--- src/rtl/vmem_arb_pkg.sv ---
// rtl/vmem_arb_pkg.sv - shared types and constants for the video memory write arbiter
package vmem_arb_pkg;

    typedef enum logic [1:0] {
        S_WAIT  = 2'd0,
        S_RUN   = 2'd1,
        S_CLEAR = 2'd2
    } vmem_arb_state_t;

    localparam int VMEM_DEPTH = 4096;
    localparam int TEXT_COLS  = 64;
    localparam int TEXT_ROWS  = 48;

endpackage

--- src/rtl/rr_arbiter.sv ---
// rtl/rr_arbiter.sv - round-robin grant selection with an owned rotating pointer
module rr_arbiter #(
    parameter int N_REQ = 4
) (
    input  logic                     clk,
    input  logic                     reset_n,
    input  logic [N_REQ-1:0]         req,
    input  logic                     enable,
    input  logic                     advance,
    output logic [N_REQ-1:0]         grant,
    output logic [$clog2(N_REQ)-1:0] idx
);

    localparam int IW = $clog2(N_REQ);

    logic [IW-1:0]    ptr;
    logic [N_REQ-1:0] masked;
    logic [N_REQ-1:0] pick_from;

    // Requests at or above ptr take precedence; otherwise wrap to the lowest request.
    always_comb begin
        masked = '0;
        for (int i = 0; i < N_REQ; i++) begin
            masked[i] = req[i] && (IW'(i) >= ptr);
        end
        pick_from = (|masked) ? masked : req;
        grant     = '0;
        idx       = '0;
        if (enable) begin
            for (int i = N_REQ - 1; i >= 0; i--) begin
                if (pick_from[i]) begin
                    grant    = '0;
                    grant[i] = 1'b1;
                    idx      = IW'(i);
                end
            end
        end
    end

    always_ff @(posedge clk or negedge reset_n) begin
        if (!reset_n) begin
            ptr <= '0;
        end else if (advance) begin
            ptr <= (idx == IW'(N_REQ - 1)) ? '0 : idx + 1'b1;
        end
    end

endmodule

--- src/rtl/vmem_write_arbiter.sv ---
// rtl/vmem_write_arbiter.sv - shares the video memory write port between writers and a clear sequencer
module vmem_write_arbiter
    import vmem_arb_pkg::*;
#(
    parameter int                N_REQ      = 4,
    parameter int                ADDR_W     = 12,
    parameter int                DATA_W     = 8,
    parameter logic [DATA_W-1:0] CLEAR_CHAR = DATA_W'(8'h20)
) (
    input  logic                          clk,
    input  logic                          reset_n,
    input  logic                          video_reset_done,
    input  logic [N_REQ-1:0]              req_valid,
    input  logic [N_REQ-1:0][ADDR_W-1:0]  req_addr,
    input  logic [N_REQ-1:0][DATA_W-1:0]  req_data,
    output logic [N_REQ-1:0]              req_ready,
    input  logic                          clear_req,
    output logic                          clear_busy,
    output logic [ADDR_W-1:0]             w_addr,
    output logic [DATA_W-1:0]             w_data,
    output logic                          w_valid,
    output logic [$clog2(N_REQ)-1:0]      grant_id
);

    localparam int                IW        = $clog2(N_REQ);
    localparam logic [ADDR_W-1:0] LAST_ADDR = ADDR_W'(VMEM_DEPTH - 1);

    vmem_arb_state_t  state;
    logic [N_REQ-1:0] grant;
    logic [IW-1:0]    idx;
    logic             arb_en;

    // Gating on video_reset_done keeps a write from landing after the memory drops out.
    assign arb_en    = (state == S_RUN) && !clear_req && video_reset_done;
    assign req_ready = grant;

    rr_arbiter #(.N_REQ(N_REQ)) u_rr (
        .clk     (clk),
        .reset_n (reset_n),
        .req     (req_valid),
        .enable  (arb_en),
        .advance (|grant),
        .grant   (grant),
        .idx     (idx)
    );

    always_ff @(posedge clk or negedge reset_n) begin
        if (!reset_n) begin
            state      <= S_WAIT;
            w_valid    <= 1'b0;
            w_addr     <= '0;
            w_data     <= '0;
            grant_id   <= '0;
            clear_busy <= 1'b0;
        end else if (!video_reset_done) begin
            state      <= S_WAIT;
            w_valid    <= 1'b0;
            clear_busy <= 1'b0;
        end else begin
            case (state)
                S_WAIT: begin
                    state   <= S_RUN;
                    w_valid <= 1'b0;
                end
                S_RUN: begin
                    if (clear_req) begin
                        state      <= S_CLEAR;
                        clear_busy <= 1'b1;
                        w_valid    <= 1'b1;
                        w_addr     <= '0;
                        w_data     <= CLEAR_CHAR;
                    end else begin
                        w_valid <= |grant;
                        if (|grant) begin
                            w_addr   <= req_addr[idx];
                            w_data   <= req_data[idx];
                            grant_id <= idx;
                        end
                    end
                end
                S_CLEAR: begin
                    // w_addr doubles as the fill counter.
                    if (w_addr == LAST_ADDR) begin
                        state      <= S_RUN;
                        clear_busy <= 1'b0;
                        w_valid    <= 1'b0;
                    end else begin
                        w_addr  <= w_addr + 1'b1;
                        w_data  <= CLEAR_CHAR;
                        w_valid <= 1'b1;
                    end
                end
                default: state <= S_WAIT;
            endcase
        end
    end

endmodule

--- config.mk ---
export PLATFORM = sky130hd
export DESIGN_NAME = vmem_write_arbiter
export DESIGN_NICKNAME = d
export VERILOG_FILES = /design/src/rtl/vmem_arb_pkg.sv /design/src/rtl/rr_arbiter.sv /design/src/rtl/vmem_write_arbiter.sv
export SDC_FILE = /design/constraint.sdc
export NUM_CORES = 1
export LEC_CHECK = 0
export BUFFER_PORTS_ARGS = -buffer_cell sky130_fd_sc_hd__buf_2
export CORE_MARGIN = 3
export CORE_UTILIZATION = 30
export DETAILED_ROUTE_END_ITERATION = 6
export PLACE_DENSITY = 0.62
export REMOVE_ABC_BUFFERS = 1
export SYNTH_ARGS = -nofsm -noshare
export SYNTH_HDL_FRONTEND = slang
export SYNTH_SLANG_ARGS = --single-unit
--- constraint.sdc ---
create_clock -name clk -period 2.7 [get_ports clk]
set_input_delay 0.135 -clock clk [delete_from_list [all_inputs] [get_ports clk]]
set_output_delay 0.135 -clock clk [all_outputs]
set_load 0.05 [all_outputs]
==> results of run 1 <==
how the worst max path moves through the flow:
stage	startpoint	end	slack (ns)	cells past startpoint
CTS	state[1]$_DFFE_PN0P_	w_addr[1]$_DFFE_PN0P_	0.18	9
finish	state[1]$_DFFE_PN0P_	w_addr[2]$_DFFE_PN0P_	0.24	9
global placement	state[1]$_DFFE_PN0P_	w_addr[1]$_DFFE_PN0P_	0.25	9
floorplan	state[1]$_DFFE_PN0P_	w_addr[11]$_DFFE_PN0P_	-0.78	8
detailed placement	state[1]$_DFFE_PN0P_	w_addr[1]$_DFFE_PN0P_	0.21	9
global route	state[1]$_DFFE_PN0P_	w_addr[1]$_DFFE_PN0P_	0.08	9
per-stage QoR:
step	area, um^2	total power [mW]	util	hold WS (ns)	setup TNS [ns]
6_report	3020	2.49	0.430	0.133	0
2_1_floorplan	2170	1.82	-	-0.161	-11.32
4_1_cts	3010	2.50	0.429	0.130	0
5_1_grt	3020	2.66	0.430	0.148	0
3_3_place_gp	2960	2.24	0.422	0.214	0
3_5_place_dp	2960	2.26	0.422	0.221	0
cell type report:
type | count | share of cell area
clock buffer | 3 | 0.0137
inverter | 11 | 0.0137
timing repair buffer | 127 | 0.226
tap | 96 | 0.0398
multi-input combinational | 191 | 0.475
sequential | 28 | 0.232
Yosys cell counts, drive strengths merged:
master / count
ha: 5
o21ai: 9
mux2: 2
o31ai: 2
nor4: 5
nand4: 1
a21o: 5
clkbuf: 4
nor2b: 1
a211o: 3
a22o: 1
a41oi: 1
a21boi: 1
a22oi: 2
mux2i: 42
a2bb2oi: 3
and3b: 1
a211oi: 2
dfrtp: 28
nand3: 8
or2b: 1
nand2b: 3
buf: 11
nor3b: 1
o221ai: 15
nor2: 13
o22ai: 6
or4: 1
nor3: 4
a31o: 1
nand2: 24
and3: 2
o211ai: 3
nor4b: 1
inv: 11
o221a: 1
o21a: 2
or3: 4
or2: 1
and2b: 1
a21oi: 11
a31oi: 2
power breakdown:
group          switching, mW  internal [mW]
combinational          0.983          0.493
sequential             0.196          0.582
clock                  0.136          0.101
flip-flops by register name, summed over array words and instances (netlist names):
| signal | cells |
|---|---|
| w_addr | 12 |
| w_data | 8 |
| grant_id | 2 |
| state | 2 |
| u_rr.ptr | 2 |
| clear_busy | 1 |
| w_valid | 1 |
cell families after synthesis:
| group | count (synthesis) | synth area share |
|---|---|---|
| buf+inv | 26 | 0.0561 |
| compound gates | 70 | 0.243 |
| flops | 28 | 0.311 |
| fa+ha+maj | 5 | 0.0278 |
| simple gates | 72 | 0.166 |
| mux | 44 | 0.197 |
worst max-delay path, cell delays in order (launching register included):
cell      delay, ns
dfrtp_1        0.43
inv_1          0.10
ha_2           0.27
and3b_2        0.25
o221ai_1       0.20
nor2_4         0.24
buf_12         0.25
mux2i_1        0.24
o22ai_1        0.10
a211o_1        0.23
what timing repair did:
item,in CTS,in global routing
endpoints found under the setup margin,0,1
resized for setup,0,1
hold endpoints to repair,28,0
setup buffers,0,0
hold buffers,1,0
metal layers:
layer,up-vias,wire length (um)
li1,1161,-
met1,1083,3090
met2,97,3240
met3,4,485
met4,0,41
met5,-,0
==> summary.txt, run 1 <==
Status: complete, no violations
Max frequency: 407 MHz
Slew margin rel.: 0.556
Final nets: 455
Drt wl/cell: 15.0 um
Reg2reg path depth: 9
Syn Area/Cell: 9.19 um^2
RSZ-0062 raised after global routing: false
Routed vias: 2,345
Clock latency on the worst-skew pair: 0.28 ns
Final Skew: 0.00937 ns
Hold Path Stages: 3
PD cells: 825 nW/um^2
DP HPWL: 5370 um
Grt met3 use: 0.0382
Die Y: 92.6 um
Commonest non-fill, non-tap cell in the layout: buf_2
Fill cells: 695
Required @ worst endpoint: 2.87 ns
# rows: 30
Worst hold start: req_data[29]
Final Critical Period: 2.46 ns
Register area: 701 um^2
Final setup margin: 0.243 ns
CP Max Fanout: 33
Vias/cell: 5.14
Overall routing resource usage: 0.157
Grt met2 use: 0.266
R2R Setup Slk: 0.24 ns
Hold/Removal Path Class: in2reg
Post-synth top area share: 0.311
Area Overhead vs Synth: 33.9%
Die W: 92.6 um
Final GP Congestion: 0.742
Initial Util: 0.321
First-pass GRT wire length: 11,100 um
Register area share after synthesis: 0.311
Top cell type by total area after synthesis: dfrtp_1
Max Slew Vio Count: 0
Most Crowded Layer GR: met2
Core footprint: 7020 um^2
Cell count after synthesis: 245
DP Worst Slack: 0.205 ns
Endpoints failing setup: 0
DRT Pass-1 Iters: 4
Synth unique cells: 53
I/O Buffers: 115
Layout cell share with drive strength beyond 1: 0.403
Placed cells: 452
Final non-filler cell total: 456
Total routed wirelength: 6850 um
Synth Register Bits: 28
Clock Tree Buf Depth: 2
Initial antenna violation count: 0
DRC: 0
Top cells by area, synth: dfrtp_1 (31%), mux2i_1 (19%), o221ai_1 (5.1%)
Antenna Cells: 0
Vias in the first global route: 2,302
Worst R2R Start: state[1]$_DFFE_PN0P_
Clock transition at path regs: 0.10 ns
Num CTS Buffers: 3
Clock sinks: 28
Crit end category: flop
Crit Path Class: reg2reg
Number of synthesis warnings: 0
Fin. Hold Viols: 0
Final worst-path cycle share: 0.910
DRT iter0 DRCs: 126
Multi-input gate area: 1430 um^2
Worst r2r dst: w_addr[2]$_DFFE_PN0P_
Critical Path AT: 2.62 ns
Total grt overflow: 0
Die area: 8580 um^2
Largest net degree at the start of global routing: 34
Post-Syn Area: 2250 um^2
Post-route ant nets: 0
Boundary pin count: 116
CP Launch Type: flop
VDD IR max: 0.256 mV
Slew @ Worst Pin: 0.665 ns
Routing usage on met1: 0.208
H-tree depth: 1
Leak Pwr: 1.40 nW
Most frequent cells in the layout: buf_2 (115), mux2i_1 (42), dfrtp_1 (28), nand2_1 (23), o221ai_1 (13)
CTS Root Cell: clkbuf_8
Max Cap Viol: 0
TritonCTS clock tree: yes
Hold Path End: w_data[5]$_DFFE_PN0P_
(Power assumes the default switching activity.)
==> run 2: changes to the inputs <==
--- a/config.mk
+++ b/config.mk
@@ -6,10 +6,13 @@
 export NUM_CORES = 1
 export LEC_CHECK = 0
 export BUFFER_PORTS_ARGS = -buffer_cell sky130_fd_sc_hd__buf_2
+export CELL_PAD_IN_SITES_DETAIL_PLACEMENT = 1
+export CELL_PAD_IN_SITES_GLOBAL_PLACEMENT = 1
 export CORE_MARGIN = 3
 export CORE_UTILIZATION = 30
 export DETAILED_ROUTE_END_ITERATION = 6
-export PLACE_DENSITY = 0.62
+export MAX_ROUTING_LAYER = met4
+export PLACE_DENSITY = 0.8
 export REMOVE_ABC_BUFFERS = 1
 export SYNTH_ARGS = -nofsm -noshare
 export SYNTH_HDL_FRONTEND = slang
==> summary.txt, run 2 (synthesized netlist as in run 1, its figures left out) <==
Most frequent cells in the layout: buf_2 (115), mux2i_1 (42), dfrtp_1 (28), nand2_1 (23), o221ai_1 (13)
Slew margin rel.: 0.538
Die W: 92.6 um
PD cells: 867 nW/um^2
DRT iter0 DRCs: 46
Worst R2R Start: state[1]$_DFFE_PN0P_
Die Y: 92.6 um
Clock Tree Buf Depth: 2
CP Launch Type: flop
Total routed wirelength: 7780 um
Clock latency on the worst-skew pair: 0.28 ns
CP Max Fanout: 9
Placed cells: 452
Max frequency: 409 MHz
Die area: 8580 um^2
Final GP Congestion: 0.818
Leak Pwr: 1.42 nW
Fill cells: 864
Crit Path Class: reg2reg
Vias in the first global route: 2,679
Hold/Removal Path Class: in2reg
Critical Path AT: 2.60 ns
H-tree depth: 1
I/O Buffers: 115
Drt wl/cell: 17.0 um
Largest Register: w_addr
Endpoints failing setup: 0
Final Skew: 0.00445 ns
DP HPWL: 6280 um
RSZ-0062 raised after global routing: false
DRC: 0
CTS Root Cell: clkbuf_8
Path length in cells of the critical path: 9
Clock transition at path regs: 0.11 ns
Initial Util: 0.321
Worst r2r dst: w_addr[6]$_DFFE_PN0P_
Final Critical Period: 2.44 ns
Core footprint: 7020 um^2
Status: complete, no violations
# rows: 30
Max Cap Viol: 0
Worst path top cell family by delay: compound AO/OA/AOI/OAI gates
Overall routing resource usage: 0.187
CP max-delay cell: dfrtp_1
Final nets: 455
Fin. Hold Viols: 0
Post-route ant nets: 0
Final worst-path cycle share: 0.905
Initial antenna violation count: 0
Worst setup path start: state[1]$_DFFE_PN0P_
Layout cell share with drive strength beyond 1: 0.404
Commonest non-fill, non-tap cell in the layout: buf_2
Largest register FFs: 12
Antenna Cells: 0
DRT Pass-1 Iters: 4
Final Cell Area: 3040 um^2
Vias/cell: 5.32
Setup crit end: w_addr[6]$_DFFE_PN0P_
Num CTS Buffers: 3
Largest net degree at the start of global routing: 29
TritonCTS clock tree: yes
Reg2reg path depth: 9
Final non-filler cell total: 457
Buf+Inv Stages, Crit Path: 2
Crit-path max cell delay: 0.42 ns
Crit end category: flop
CP Cell Sequence: inv_1 -> ha_2 -> and3b_2 -> o221ai_1 -> nor2_4 -> buf_4 -> mux2i_1 -> a2bb2oi_1 -> o211ai_1
Boundary pin count: 116
Biggest regs: w_addr: 12 flops, w_data: 8 flops
Max Slew Vio Count: 0
Placed cell area: 2950 um^2
Area Overhead vs Synth: 35.1%
First-pass GRT wire length: 12,800 um
R2R Setup Slk: 0.26 ns
Required @ worst endpoint: 2.86 ns
Clock sinks: 28
VDD IR max: 0.336 mV
Slew @ Worst Pin: 0.693 ns
Routed vias: 2,429
Total grt overflow: 0
Hold Path Stages: 3
-- run 2: changes by cell type in the layout (fill, tap and decap cells not counted) --
cell       change
buf_4          +1
nand3_4        +1
buf_12         -1
nand3_2        -1
bufinv_16      +1
-- run 2: what timing repair did --
item	CTS	global route
buffers inserted	0	0
hold buffers	1	0
endpoints found under the setup margin	0	8
hold endpoints to repair	28	0
resized for setup	0	2
-- run 2: final cells by class --
type | count | area, um^2 | share of cell area
Clock buffer | 3 | 41.3 | 0.0136
Clock inverter | 1 | 30.0 | 0.00987
Inverter | 11 | 41.3 | 0.0136
Multi-Input combinational cell | 191 | 1440 | 0.473
Sequential cell | 28 | 701 | 0.230
Tap cell | 96 | 120 | 0.0395
Timing Repair Buffer | 127 | 668 | 0.220
-- run 2: worst min path at each step --
stage	from	to	slack, ns
final	req_data[29]	w_data[5]$_DFFE_PN0P_	0.11
after global routing	req_data[29]	w_data[5]$_DFFE_PN0P_	0.13
after CTS	req_data[29]	w_data[5]$_DFFE_PN0P_	0.11
after detailed placement	reset_n	w_addr[10]$_DFFE_PN0P_	0.22
after global placement	reset_n	w_valid$_DFFE_PN0P_	0.21
after floorplan	reset_n	clear_busy$_DFFE_PN0P_	-0.16
-- run 2: power breakdown --
| part | leakage, nW | switching [mW] | internal, mW |
|---|---|---|---|
| logic | 1.02 | 1.01 | 0.491 |
| registers | 0.359 | 0.210 | 0.581 |
| clock network | 0.0357 | 0.148 | 0.199 |
-- run 2: per-layer routing --
layer | GRT usage | part of all wire | up-vias | wire length (um)
met5 | - | 0 | - | 0
met1 | 0.221 | 0.43 | 1168 | 3330
met3 | 0.0406 | 0.067 | 6 | 520
li1 | - | - | 1159 | -
met4 | 0.0256 | 0.0071 | 0 | 55
met2 | 0.335 | 0.50 | 96 | 3880
-- run 2: worst register-to-register path, cell delays in order, from the launching register on --
cell       delay, ns
dfrtp_1         0.42
inv_1           0.09
ha_2            0.27
and3b_2         0.26
o221ai_1        0.19
nor2_4          0.22
buf_4           0.24
mux2i_1         0.28
a2bb2oi_1       0.23
o211ai_1        0.12
-- run 2: stage by stage --
| step | hold slack, ns | setup WS (ns) | util | TNS (ns) | total power [mW] |
|---|---|---|---|---|---|
| global placement | 0.212 | 0.272 | 0.420 | 0 | 2.24 |
| CTS | 0.109 | 0.126 | 0.432 | 0 | 2.66 |
| floorplan | -0.161 | -0.779 | - | -11.32 | 1.82 |
| finish | 0.112 | 0.258 | 0.433 | 0 | 2.64 |
| global route | 0.127 | 0.0889 | 0.433 | 0 | 2.82 |
| detailed placement | 0.221 | 0.151 | 0.420 | 0 | 2.30 |
==> run 3: changes to the inputs <==
--- a/config.mk
+++ b/config.mk
@@ -5,6 +5,7 @@
 export SDC_FILE = /design/constraint.sdc
 export NUM_CORES = 1
 export LEC_CHECK = 0
+export ABC_AREA = 1
 export BUFFER_PORTS_ARGS = -buffer_cell sky130_fd_sc_hd__buf_2
 export CELL_PAD_IN_SITES_DETAIL_PLACEMENT = 1
 export CELL_PAD_IN_SITES_GLOBAL_PLACEMENT = 1
@@ -12,7 +13,7 @@
 export CORE_UTILIZATION = 30
 export DETAILED_ROUTE_END_ITERATION = 6
 export MAX_ROUTING_LAYER = met4
-export PLACE_DENSITY = 0.8
+export PLACE_DENSITY = 0.81
 export REMOVE_ABC_BUFFERS = 1
 export SYNTH_ARGS = -nofsm -noshare
 export SYNTH_HDL_FRONTEND = slang
==> constraint.sdc (replaced) <==
create_clock -name clk -period 2.9 [get_ports clk]
set_input_delay 0.145 -clock clk [delete_from_list [all_inputs] [get_ports clk]]
set_output_delay 0.145 -clock clk [all_outputs]
set_load 0.05 [all_outputs]
==> summary.txt, run 3 <==
Slew @ Worst Pin: 0.689 ns
Post-synth EDFFs: 0
CP max-delay cell: dfrtp_1
Fin. Hold Viols: 0
DP Worst Slack: 0.444 ns
Largest register FFs: 12
TritonCTS clock tree: yes
Placed cells: 623
Top cell type by total area after synthesis: dfrtp_1
Crit end category: output pin
Vias in the first global route: 3,145
Final Skew: 0.00358 ns
Fin util: 0.399
Post-synth top area share: 0.261
Die W: 101 um
DRC: 0
Largest Register: w_addr
Synth top cells by count: nand2_1 (142), inv_1 (56), nand3_1 (47)
Clock Tree Buf Depth: 2
VDD IR max: 0.298 mV
Count leader, synth: nand2_1
Initial Util: 0.317
Biggest regs: w_addr: 12 flops, w_data: 8 flops
Commonest non-fill, non-tap cell in the layout: nand2_1
Post-CTS sizing: 0
Max Cap Viol: 0
Crit-path max cell delay: 0.44 ns
Die Y: 101 um
Layout cell share with drive strength beyond 1: 0.323
Area Overhead vs Synth: 25.8%
Drt wl/cell: 14.0 um
Final non-filler cell total: 628
Register area share after synthesis: 0.261
RSZ-0062 raised after global routing: false
Die area: 10,100 um^2
Setup TNS: 0 ns
Top cells by area, synth: dfrtp_1 (26%), nand2_1 (20%), nand3_1 (8.8%)
Critical Path AT: 2.47 ns
Slew margin rel.: 0.540
Boundary pin count: 116
CTS Root Cell: clkbuf_8
Final worst-path cycle share: 0.903
Hold/Removal Path Class: in2reg
Syn Area/Cell: 6.45 um^2
Vias/cell: 4.86
Worst path top cell family by delay: simple AND/OR/NAND/NOR gates
Final Cell Area: 3380 um^2
Initial antenna violation count: 0
Core footprint: 8460 um^2
Antenna Cells: 0
Largest net degree at the start of global routing: 47
Final nets: 617
Endpoints failing setup: 0
Top FF cell, synth: dfrtp_1
Routed vias: 3,054
Crit Path Class: reg2out
CP Launch Type: flop
Fill cells: 1,168
Clock transition at path regs: 0.11 ns
DRT iter0 DRCs: 98
DP HPWL: 7100 um
Max frequency: 382 MHz
Overall routing resource usage: 0.181
PD cells: 793 nW/um^2
# rows: 33
Post-CTS Setup Bufs: 0
Status: complete, no violations
Synth unique cells: 37
Required @ worst endpoint: 2.76 ns
Post-Syn Area: 2680 um^2
H-tree depth: 1
Number of synthesis warnings: 0
Leak Pwr: 1.92 nW
Placed cell area: 3310 um^2
Num CTS Buffers: 3
Total grt overflow: 0
Final Critical Period: 2.62 ns
Synth Register Bits: 28
Ys async rst share: 1.00
Clock latency on the worst-skew pair: 0.28 ns
DRT Pass-1 Iters: 4
CP Max Fanout: 46
Total routed wirelength: 8780 um
Most frequent cells in the layout: nand2_1 (142), buf_2 (115), inv_1 (56), nand3_1 (47), dfrtp_1 (28)
CP Cell Sequence: inv_1 -> ha_1 -> nand2_2 -> nor2_4 -> nand3_4 -> inv_4 -> nand2_4 -> nor2_2 -> buf_2
Final GP Congestion: 0.836
Buf+Inv Stages, Crit Path: 3
Clock sinks: 28
Cell count after synthesis: 416
First-pass GRT wire length: 14,500 um
I/O Buffers: 115
Post-route ant nets: 0
Final setup margin: 0.282 ns
Max Slew Vio Count: 0
## run 3: changes by cell type in the layout (fill, tap and decap cells not counted), moves of 6 or more
cell	previous run	this run
o22ai_1	6	0
nor2_1	12	20
o21ai_0	8	22
nand2_1	23	142
nor2_2	0	6
nand3_1	7	47
nand2_2	1	8
inv_1	11	56
o221ai_1	13	0
o211ai_2	0	8
mux2i_1	42	0
buf_4	11	4
## run 3: cell families (layout without fill, tap and decap cells)
group	Yosys count	after routing	synth area share
compound gates	57	57	0.147
flops	28	28	0.261
buf+inv	77	184	0.130
fa+ha+maj	5	5	0.0233
simple gates	249	249	0.439
## run 3: routing by layer
| layer | vias to the layer above | global-route usage | part of all wire |
|---|---|---|---|
| met5 | - | - | 0 |
| met2 | 75 | 0.321 | 0.52 |
| met1 | 1431 | 0.218 | 0.42 |
| met4 | 0 | 0.0394 | 0.012 |
| met3 | 10 | 0.0235 | 0.043 |
| li1 | 1538 | - | - |
## run 3: worst min-delay path, stage by stage
cell	delay, ns
buf_2	0.08
o211ai_2	0.08
nand2_1	0.06
nand2_1	0.04
nand2_1	0.05
## run 3: layout make-up
type                            instances  area, um^2  share of cell area
Timing Repair Buffer                  120         616               0.182
Multi-Input combinational cell        311        1640               0.486
Clock buffer                            4        55.1              0.0163
Inverter                               60         233              0.0689
Sequential cell                        28         701               0.207
Tap cell                              105         131              0.0389
## run 3: worst paths after layout
kind / startpoint / to / slack, ns / depth (start not counted)
min reg2reg: w_data[2]$_DFFE_PN0P_ / w_data[2]$_DFFE_PN0P_ / 0.50 / 2
max in group asynchronous: reset_n / w_data[7]$_DFFE_PN0P_ / 2.04 / 2
min: req_addr[46] / w_addr[10]$_DFFE_PN0P_ / 0.19 / 5
min in group asynchronous: reset_n / clear_busy$_DFFE_PN0P_ / 0.43 / 2
max: state[1]$_DFFE_PN0P_ / req_ready[1] / 0.28 / 9
max reg2reg: state[1]$_DFFE_PN0P_ / w_addr[8]$_DFFE_PN0P_ / 0.44 / 12
## run 3: where the power goes
| part | switching, mW | leakage, nW | total (mW) | internal [mW] |
|---|---|---|---|---|
| Sequential | 0.197 | 0.350 | 0.756 | 0.558 |
| Clock | 0.141 | 0.0288 | 0.264 | 0.122 |
| Combinational | 1.21 | 1.54 | 1.66 | 0.447 |
| Total | 1.55 | 1.92 | 2.68 | 1.13 |
## run 3: what timing repair did
| action | 4_1_cts | 5_1_grt |
|---|---|---|
| endpoints found under the hold margin | 28 | 0 |
| hold buffers | 1 | 0 |
| setup endpoints to repair | 0 | 0 |
## run 3: per-stage QoR
stage                     power (mW)  hold WS, ns
after floorplan                 1.95       -0.151
after global placement          2.37        0.214
after detailed placement        2.44        0.237
after CTS                       2.71        0.195
after global routing            2.90        0.234
final                           2.68        0.194
